## src/rtl/neuron_mac_sequencer.sv

```systemverilog
// Control sequencer for one fixed-point neuron: streams NumInputs samples, then the offset.
// Define NEURON_SEQ_RELU_EN to apply a ReLU to the registered result.
module neuron_mac_sequencer #(
    parameter int Width     = 4,
    parameter int Magnitud  = 2,
    parameter int Precision = 1,
    parameter int Signo     = 1,
    parameter int NumInputs = 20
) (
    input  logic                    CLK,
    input  logic                    reset,
    input  logic                    Start,
    input  logic                    InValid,
    output logic                    InReady,
    input  logic signed [Width-1:0] InSample,
    output logic [4:0]              SELCoeff,
    output logic                    EnableLoadCoeff,
    output logic                    EnableMul,
    output logic                    EnableSum,
    output logic signed [Width-1:0] InDato,
    output logic signed [Width-1:0] Acumulador,
    input  logic signed [Width-1:0] OutDato,
    input  logic                    Error,
    output logic signed [Width-1:0] Result,
    output logic                    ResultValid,
    input  logic                    ResultReady,
    output logic                    Busy,
    output logic                    ErrorFlag
);

    // The word must split exactly into sign, integer and fraction fields, and the
    // offset select (NumInputs) must fit the 5-bit coefficient select.
    if (Signo + Magnitud + Precision != Width || NumInputs < 1 || NumInputs > 20) begin : g_bad_cfg
        $error("neuron_mac_sequencer: inconsistent fixed-point format or NumInputs");
    end

    localparam logic [4:0]              LastIdx   = 5'(NumInputs - 1);
    localparam logic [4:0]              OffsetSel = 5'(NumInputs);
    localparam logic signed [Width-1:0] FixedOne  = Width'(1 << Precision);

    typedef enum logic [2:0] {
        S_IDLE,
        S_LOAD,
        S_MAC,
        S_LOADOFF,
        S_MACOFF,
        S_DONE
    } state_t;

    state_t                    state;
    state_t                    next_state;
    logic [4:0]                idx;
    logic signed [Width-1:0]   acc;

    function automatic logic signed [Width-1:0] activate(input logic signed [Width-1:0] value);
`ifdef NEURON_SEQ_RELU_EN
        activate = value[Width-1] ? '0 : value;
`else
        activate = value;
`endif
    endfunction

    always_ff @(posedge CLK or posedge reset) begin
        if (reset) begin
            state <= S_IDLE;
        end else begin
            state <= next_state;
        end
    end

    always_comb begin
        next_state      = state;
        InReady         = 1'b0;
        SELCoeff        = '0;
        EnableLoadCoeff = 1'b0;
        EnableMul       = 1'b0;
        EnableSum       = 1'b0;
        InDato          = '0;
        case (state)
            S_IDLE: begin
                if (Start) begin
                    next_state = S_LOAD;
                end
            end
            S_LOAD: begin
                EnableLoadCoeff = 1'b1;
                SELCoeff        = idx;
                next_state      = S_MAC;
            end
            S_MAC: begin
                SELCoeff  = idx;
                InReady   = 1'b1;
                InDato    = InSample;
                EnableMul = InValid;
                EnableSum = InValid;
                if (InValid) begin
                    next_state = (idx == LastIdx) ? S_LOADOFF : S_LOAD;
                end
            end
            S_LOADOFF: begin
                EnableLoadCoeff = 1'b1;
                SELCoeff        = OffsetSel;
                next_state      = S_MACOFF;
            end
            S_MACOFF: begin
                // The offset term is offset * 1.0, reusing the same multiply-add path.
                SELCoeff   = OffsetSel;
                InDato     = FixedOne;
                EnableMul  = 1'b1;
                EnableSum  = 1'b1;
                next_state = S_DONE;
            end
            S_DONE: begin
                if (ResultValid && ResultReady) begin
                    next_state = S_IDLE;
                end
            end
            default: begin
                next_state = S_IDLE;
            end
        endcase
    end

    always_ff @(posedge CLK or posedge reset) begin
        if (reset) begin
            idx         <= '0;
            acc         <= '0;
            ErrorFlag   <= 1'b0;
            Result      <= '0;
            ResultValid <= 1'b0;
        end else begin
            case (state)
                S_IDLE: begin
                    if (Start) begin
                        idx       <= '0;
                        acc       <= '0;
                        ErrorFlag <= 1'b0;
                    end
                end
                S_MAC: begin
                    if (InValid) begin
                        acc       <= OutDato;
                        ErrorFlag <= ErrorFlag | Error;
                        if (idx != LastIdx) begin
                            idx <= idx + 5'd1;
                        end
                    end
                end
                S_MACOFF: begin
                    acc       <= OutDato;
                    ErrorFlag <= ErrorFlag | Error;
                end
                S_DONE: begin
                    // Result is captured on the first DONE cycle and cleared on handoff,
                    // so it reads zero in every other state.
                    if (ResultValid && ResultReady) begin
                        ResultValid <= 1'b0;
                        Result      <= '0;
                    end else begin
                        ResultValid <= 1'b1;
                        Result      <= activate(acc);
                    end
                end
                default: begin
                end
            endcase
        end
    end

    assign Acumulador = acc;
    assign Busy       = (state != S_IDLE);

endmodule
```

## config.mk

```make
export PLATFORM = sky130hd
export DESIGN_NAME = neuron_mac_sequencer
export DESIGN_NICKNAME = d
export VERILOG_FILES = /design/src/rtl/neuron_mac_sequencer.sv
export SDC_FILE = /design/constraint.sdc
export NUM_CORES = 1
export LEC_CHECK = 0
export BUFFER_PORTS_ARGS = -buffer_cell sky130_fd_sc_hd__buf_2
export CAP_MARGIN = 15
export CORE_MARGIN = 2
export CORE_UTILIZATION = 48
export DETAILED_ROUTE_END_ITERATION = 12
export PLACE_DENSITY = 0.78
export SLEW_MARGIN = 0
export SYNTH_ARGS = -nofsm -noshare
export SYNTH_HDL_FRONTEND = slang
export SYNTH_SLANG_ARGS = --single-unit
export TNS_END_PERCENT = 30
```

## constraint.sdc

```tcl
create_clock -name CLK -period 1.7 [get_ports CLK]
set_clock_uncertainty 0.2 [all_clocks]
set_input_delay 0.085 -clock CLK [delete_from_list [all_inputs] [get_ports CLK]]
set_output_delay 0.085 -clock CLK [all_outputs]
set_load 0.02 [all_outputs]
```

==> flow_summary.yaml, run 1 <==
placed_design:
  placed_cells: 175
  hpwl_um: 1875
  placed_area_um2: 1270
  dp_slack_ps: 30.09
  routabilityCongestion: 0.7053
  io_buffers: 37
route:
  drt_wl_total_um: 3069
  final_antenna_net_count: 0
  drcViolationCount: 0
  via_count: 1056
  post_drt_wl_per_cell_um: 15.98
  drt-initial-drc-count: 23
  drt_first_pass_iters: 4
  viasPerCell: 5.500
hold_path:
  hp-class: "input pin to flop"
layout:
  utilization: 0.7969
  post-route-cell-area_um2: 1595
  final_cell_count_no_fill: 192
  final_common_cell: "buf_2"
  layout_common_cells: "buf_2, nand2_1, dfrtp_1, buf_4, buf_6"
  regArea_um2: 451.7
  diodes: 0
  nets: 181
  n_fill_cell: 130
  layout-drive-gt1-share: 0.4909
  multiInputGateArea_um2: 636.9
  area_delta_synth_final_pct: 54.55
timing:
  maxSlewHeadroom: 0.5334
  final-setup-viol-count: 15
  fmax_ghz: 0.5591
  fin_crit_ps: 1789
  rsz0062_at_grt: "yes"
  layout_setup_ws_ps: -88.51
  tns_ps: -638.5
  drv_slew: 0
  hold_viol_final: 0
  hold_ws_ps: 31.78
  worst_pin_slew_ps: 699.1
  min_period_over_period: 1.052
outcome:
  outcome: "complete, but fails checks"
  violations: "negative setup slack"
pwr:
  power_mw: 2.759
  irDropWorstVdd_v: 0.001030
  powerDensity_nw_per_um2: 1729
  p_leak_nw: 0.7532
  p_comb_frac: 0.635
  intPower_mw: 1.529
  power.share.clock: 0.101
  p_switching_mw: 1.230
  power_frac_seq: 0.265
  p_sw_frac: 0.4459
die:
  core_area_um2: 2002
  die_w_um: 50.38
  fp-row-count: 16
  io_pins: 38
  chipHeight_um: 50.38
  start_util: 0.5156
  die-area_um2: 2538
global_route:
  grt_max_degree: 19
  antenna_found_initial: 0
  track_usage: 0.2334
  grt_pass1_vias: 996
  overflow: 0
  grt_pass1_wl_um: 4498
clock_tree:
  clock-root-buffer: "clkbuf_4"
  clkLatencyLatePin_ps: 300
  cts_buffer_depth: 2
  numCtsBuffers: 3
  clkSinkCount: 18
  clkTransAtPathRegs_ps: 110
  cts_tree: "done"
  htree_levels: 1
synth:
  async_flop_share: 1.000
  netlist_area_um2: 1032
  postSynthAreaPerCell_um2: 9.299
  yosys_warnings: 0
  synth_nets: 126
  synth_edf_count: 0
  synthFlopType: "dfrtp_1"
  synth_cell_types: 32
  netlist_instances: 111
  yosys_register_bits: 18
  synth_seq_area_share: 0.4364
worst_setup_path:
  startpoint_type: "flop"
  worstPathRequired_ps: 1410
  path_class: "flop to output pin"
  worstPathMaxFanout: 7
  crit_path_end_kind: "output pin"
  cp.arrival_ps: 1500
run:
  maxCapViolCount: 0
[repair_timing]
action,in CTS,in global routing
hold endpoints to repair,27,0
hold buffers,4,0
gates resized for setup,21,27
setup endpoints to repair,13,21
setup buffers,7,2
pin swaps,5,10
[final timing paths]
check,endpoint,depth (start not counted),slack [ps],start
worst max-delay path,InDato[2],4,-90,state[1]$_DFFE_PP0P_
worst min-delay path,Acumulador[0]$_DFFE_PP0P_,3,30,OutDato[0]
worst min register to register,Result[0]$_DFFE_PP0N_,2,300,Result[0]$_DFFE_PP0N_
worst max register to register,Acumulador[2]$_DFFE_PP0P_,4,-40,state[1]$_DFFE_PP0P_
min in group asynchronous,idx[0]$_DFFE_PP0P_,3,220,reset
max in group asynchronous,state[1]$_DFFE_PP0P_,3,600,reset
[cells in the mapped netlist (3+ instances only)]
cell     instances  area (um2)
a21oi_1          4       20.02
and2_1           7       43.79
buf_2            3       15.01
dfrtp_1         18       450.4
inv_1            3       11.26
mux2_2           4       45.04
nand2_1         19       71.32
nand3_1          3       15.01
nor2_1           5       18.77
nor3b_1          5       37.54
o21a_1           3       22.52
o21ai_0          9       45.04
o22ai_1          3       18.77
[final cells by class]
type | instances | share of cell area
Clock buffer | 4 | 0.02275
Inverter | 3 | 0.007059
Multi-Input combinational cell | 82 | 0.3992
Sequential cell | 18 | 0.2831
Tap cell | 27 | 0.02118
Timing Repair Buffer | 58 | 0.2667
[critical path, stage by stage, from the launching register on]
cell and delay (ps):
dfrtp_2 480, buf_6 140, nor3b_4 270, and2_1 200, buf_6 120
[cells by family (layout without fill, tap and decap cells)]
group / Yosys count / after routing / synth area share
AOI/OAI and AO/OA: 23 / 23 / 0.1346
DFF: 18 / 18 / 0.4364
muxes: 6 / 6 / 0.06303
buffers and inverters: 11 / 65 / 0.05575
adders and majority gates: 1 / 1 / 0.01212
xor gates and xnor gates: 2 / 2 / 0.01697
and+or+nand+nor: 50 / 50 / 0.2812
[sequential cells by signal, summed over array words and instances, names as in the netlist]
name         cells
Acumulador       4
ErrorFlag        1
Result           4
ResultValid      1
idx              5
state            3
[power by group through the flow]
stage	Clock, mW	Combinational [mW]	Sequential, mW
global placement	0	1.18	0.720
floorplan	0	0.786	0.786
finish	0.277	1.75	0.730
CTS	0.276	1.47	0.702
detailed placement	0	1.22	0.734
global route	0.293	1.87	0.752
[routing by layer]
layer	up-vias	routed length [um]	track usage
met2	30	1648	0.4167
met3	8	140	0.04464
met1	526	1220	0.2783
met5	-	0	0
li1	492	-	-
met4	0	59	0.08108
Note: power is estimated with default switching activity, not from simulation.
==> run 2: changes to the inputs <==
CORE_UTILIZATION = 43   (was 48)
PLACE_DENSITY = 0.74   (was 0.78)
clock period = 1.6 ns   (was 1.7 ns; I/O delays follow)
==> run 2 against run 1 <==
The run still ends with negative setup slack left. Highest routed layer unchanged. Critical endpoint is now SELCoeff[3]. Sequential share of layout area is 1.4 points lower. Global-route usage hardly changed. Critical path type unchanged. Final cell count rose by 4.7%.
==> flow_summary.yaml, run 2 (synthesis results as in run 1) <==
outcome:
  outcome: "complete, but fails checks"
  violations: "negative setup slack"
pwr:
  power.share.clock: 0.096
  irDropWorstVdd_v: 0.001271
  p_sw_frac: 0.4370
  intPower_mw: 1.704
  p_switching_mw: 1.323
  power_frac_seq: 0.254
  p_leak_nw: 0.7967
  powerDensity_nw_per_um2: 1805
  p_comb_frac: 0.650
layout:
  nets: 189
  diodes: 0
  layout-drive-gt1-share: 0.5145
  layout_common_cells: "buf_2, buf_4, nand2_1, dfrtp_1, buf_6"
  final_cell_count_no_fill: 201
  post-route-cell-area_um2: 1677
  area_delta_synth_final_pct: 62.42
  largest_reg_flops: 5
  utilization: 0.7507
  final_common_cell: "buf_2"
  top_register: "idx"
placed_design:
  io_buffers: 37
  hpwl_um: 1889
  routabilityCongestion: 0.7288
  dp_slack_ps: -48.32
  placed_area_um2: 1305
  placed_cells: 179
die:
  fp-row-count: 17
  io_pins: 38
  chipHeight_um: 53.00
  core_area_um2: 2233
  die-area_um2: 2808
  die_w_um: 53.00
  start_util: 0.4622
worst_setup_path:
  path_class: "flop to output pin"
  startpoint_type: "flop"
  crit_path_end_kind: "output pin"
  worstPathRequired_ps: 1320
  cp.arrival_ps: 1480
  worstPathMaxFanout: 4
global_route:
  track_usage: 0.2335
  overflow: 0
  antenna_found_initial: 0
  grt_pass1_wl_um: 4623
  grt_max_degree: 19
  grt_pass1_vias: 990
timing:
  rsz0062_at_grt: "yes"
  layout_setup_ws_ps: -158.6
  hold_ws_ps: 28.06
  min_period_over_period: 1.099
  worst_pin_slew_ps: 386.1
  maxSlewHeadroom: 0.7426
  final-setup-viol-count: 23
  fmax_ghz: 0.5686
  drv_slew: 0
  fin_crit_ps: 1759
  hold_viol_final: 0
route:
  drt-initial-drc-count: 39
  post_drt_wl_per_cell_um: 15.15
  drt_wl_total_um: 3046
  via_count: 1082
  drt_first_pass_iters: 4
  final_antenna_net_count: 0
  viasPerCell: 5.383
  drcViolationCount: 0
clock_tree:
  numCtsBuffers: 3
  cts_tree: "done"
  clkTransAtPathRegs_ps: 110
  clkLatencyLatePin_ps: 300
  cts_buffer_depth: 2
  htree_levels: 1
  clock-root-buffer: "clkbuf_4"
  clkSinkCount: 18
run:
  maxCapViolCount: 0
hold_path:
  hp-class: "input pin to flop"
==> run 2: cell count changes in the layout (fill, tap and decap cells not counted), sizes merged <==
cell         change
dlygate4sd3      +1
buf              +7
==> run 2: worst max-delay path, cell delays in order, from the launching register on <==
cell and delay (ps):
dfrtp_1 430, buf_4 170, xnor2_2 220, nor2_4 70, and2_4 160, buf_6 120
==> run 2: metal layers <==
layer | GRT usage | routed length [um]
met1 | 0.2862 | 1235
met2 | 0.4229 | 1589
met3 | 0.03390 | 175
met4 | 0.06410 | 46
met5 | 0 | 0
==> run 2: area by class of cell <==
| type | count | area [um2] |
|---|---|---|
| Multi-Input combinational cell | 82 | 634.4 |
| Fill cell | 152 | 556.8 |
| Timing Repair Buffer | 66 | 508.0 |
| Sequential cell | 18 | 451.7 |
| Clock buffer | 4 | 36.28 |
| Tap cell | 28 | 35.03 |
| Inverter | 3 | 11.26 |
==> run 2: per-stage QoR <==
stage,power [mW],setup TNS [ps]
floorplan,1.692,-15.59
global placement,2.065,0
CTS,2.796,-1509
detailed placement,2.136,-98.63
finish,3.027,-1823
global route,3.212,-3727
==> run 2: worst paths after layout <==
kind,startpoint,endpoint,slack (ps),depth (start not counted)
max,state[0]$_DFFE_PP0P_,SELCoeff[3],-160,5
max in group asynchronous,reset,state[1]$_DFFE_PP0P_,870,4
min in group asynchronous,reset,ErrorFlag$_DFFE_PP0P_,110,4
min reg2reg,Result[3]$_DFFE_PP0N_,Result[3]$_DFFE_PP0N_,300,2
max reg2reg,state[0]$_DFFE_PP0P_,idx[3]$_DFFE_PP0P_,-100,4
min,OutDato[1],Acumulador[1]$_DFFE_PP0P_,30,3
==> run 2: repair_timing <==
item,in CTS,in global routing
setup buffers,10,3
pin swaps,13,10
endpoints found under the hold margin,27,0
resized for setup,34,20
gates cloned,0,0
hold buffers,5,0
endpoints found under the setup margin,19,31
==> run 2: power groups by stage <==
stage | clock network, mW | logic [mW] | registers [mW]
finish | 0.292 | 1.97 | 0.768
floorplan | 0 | 0.857 | 0.835
detailed placement | 0 | 1.38 | 0.758
global placement | 0 | 1.32 | 0.747
CTS | 0.295 | 1.76 | 0.745
global route | 0.311 | 2.11 | 0.793
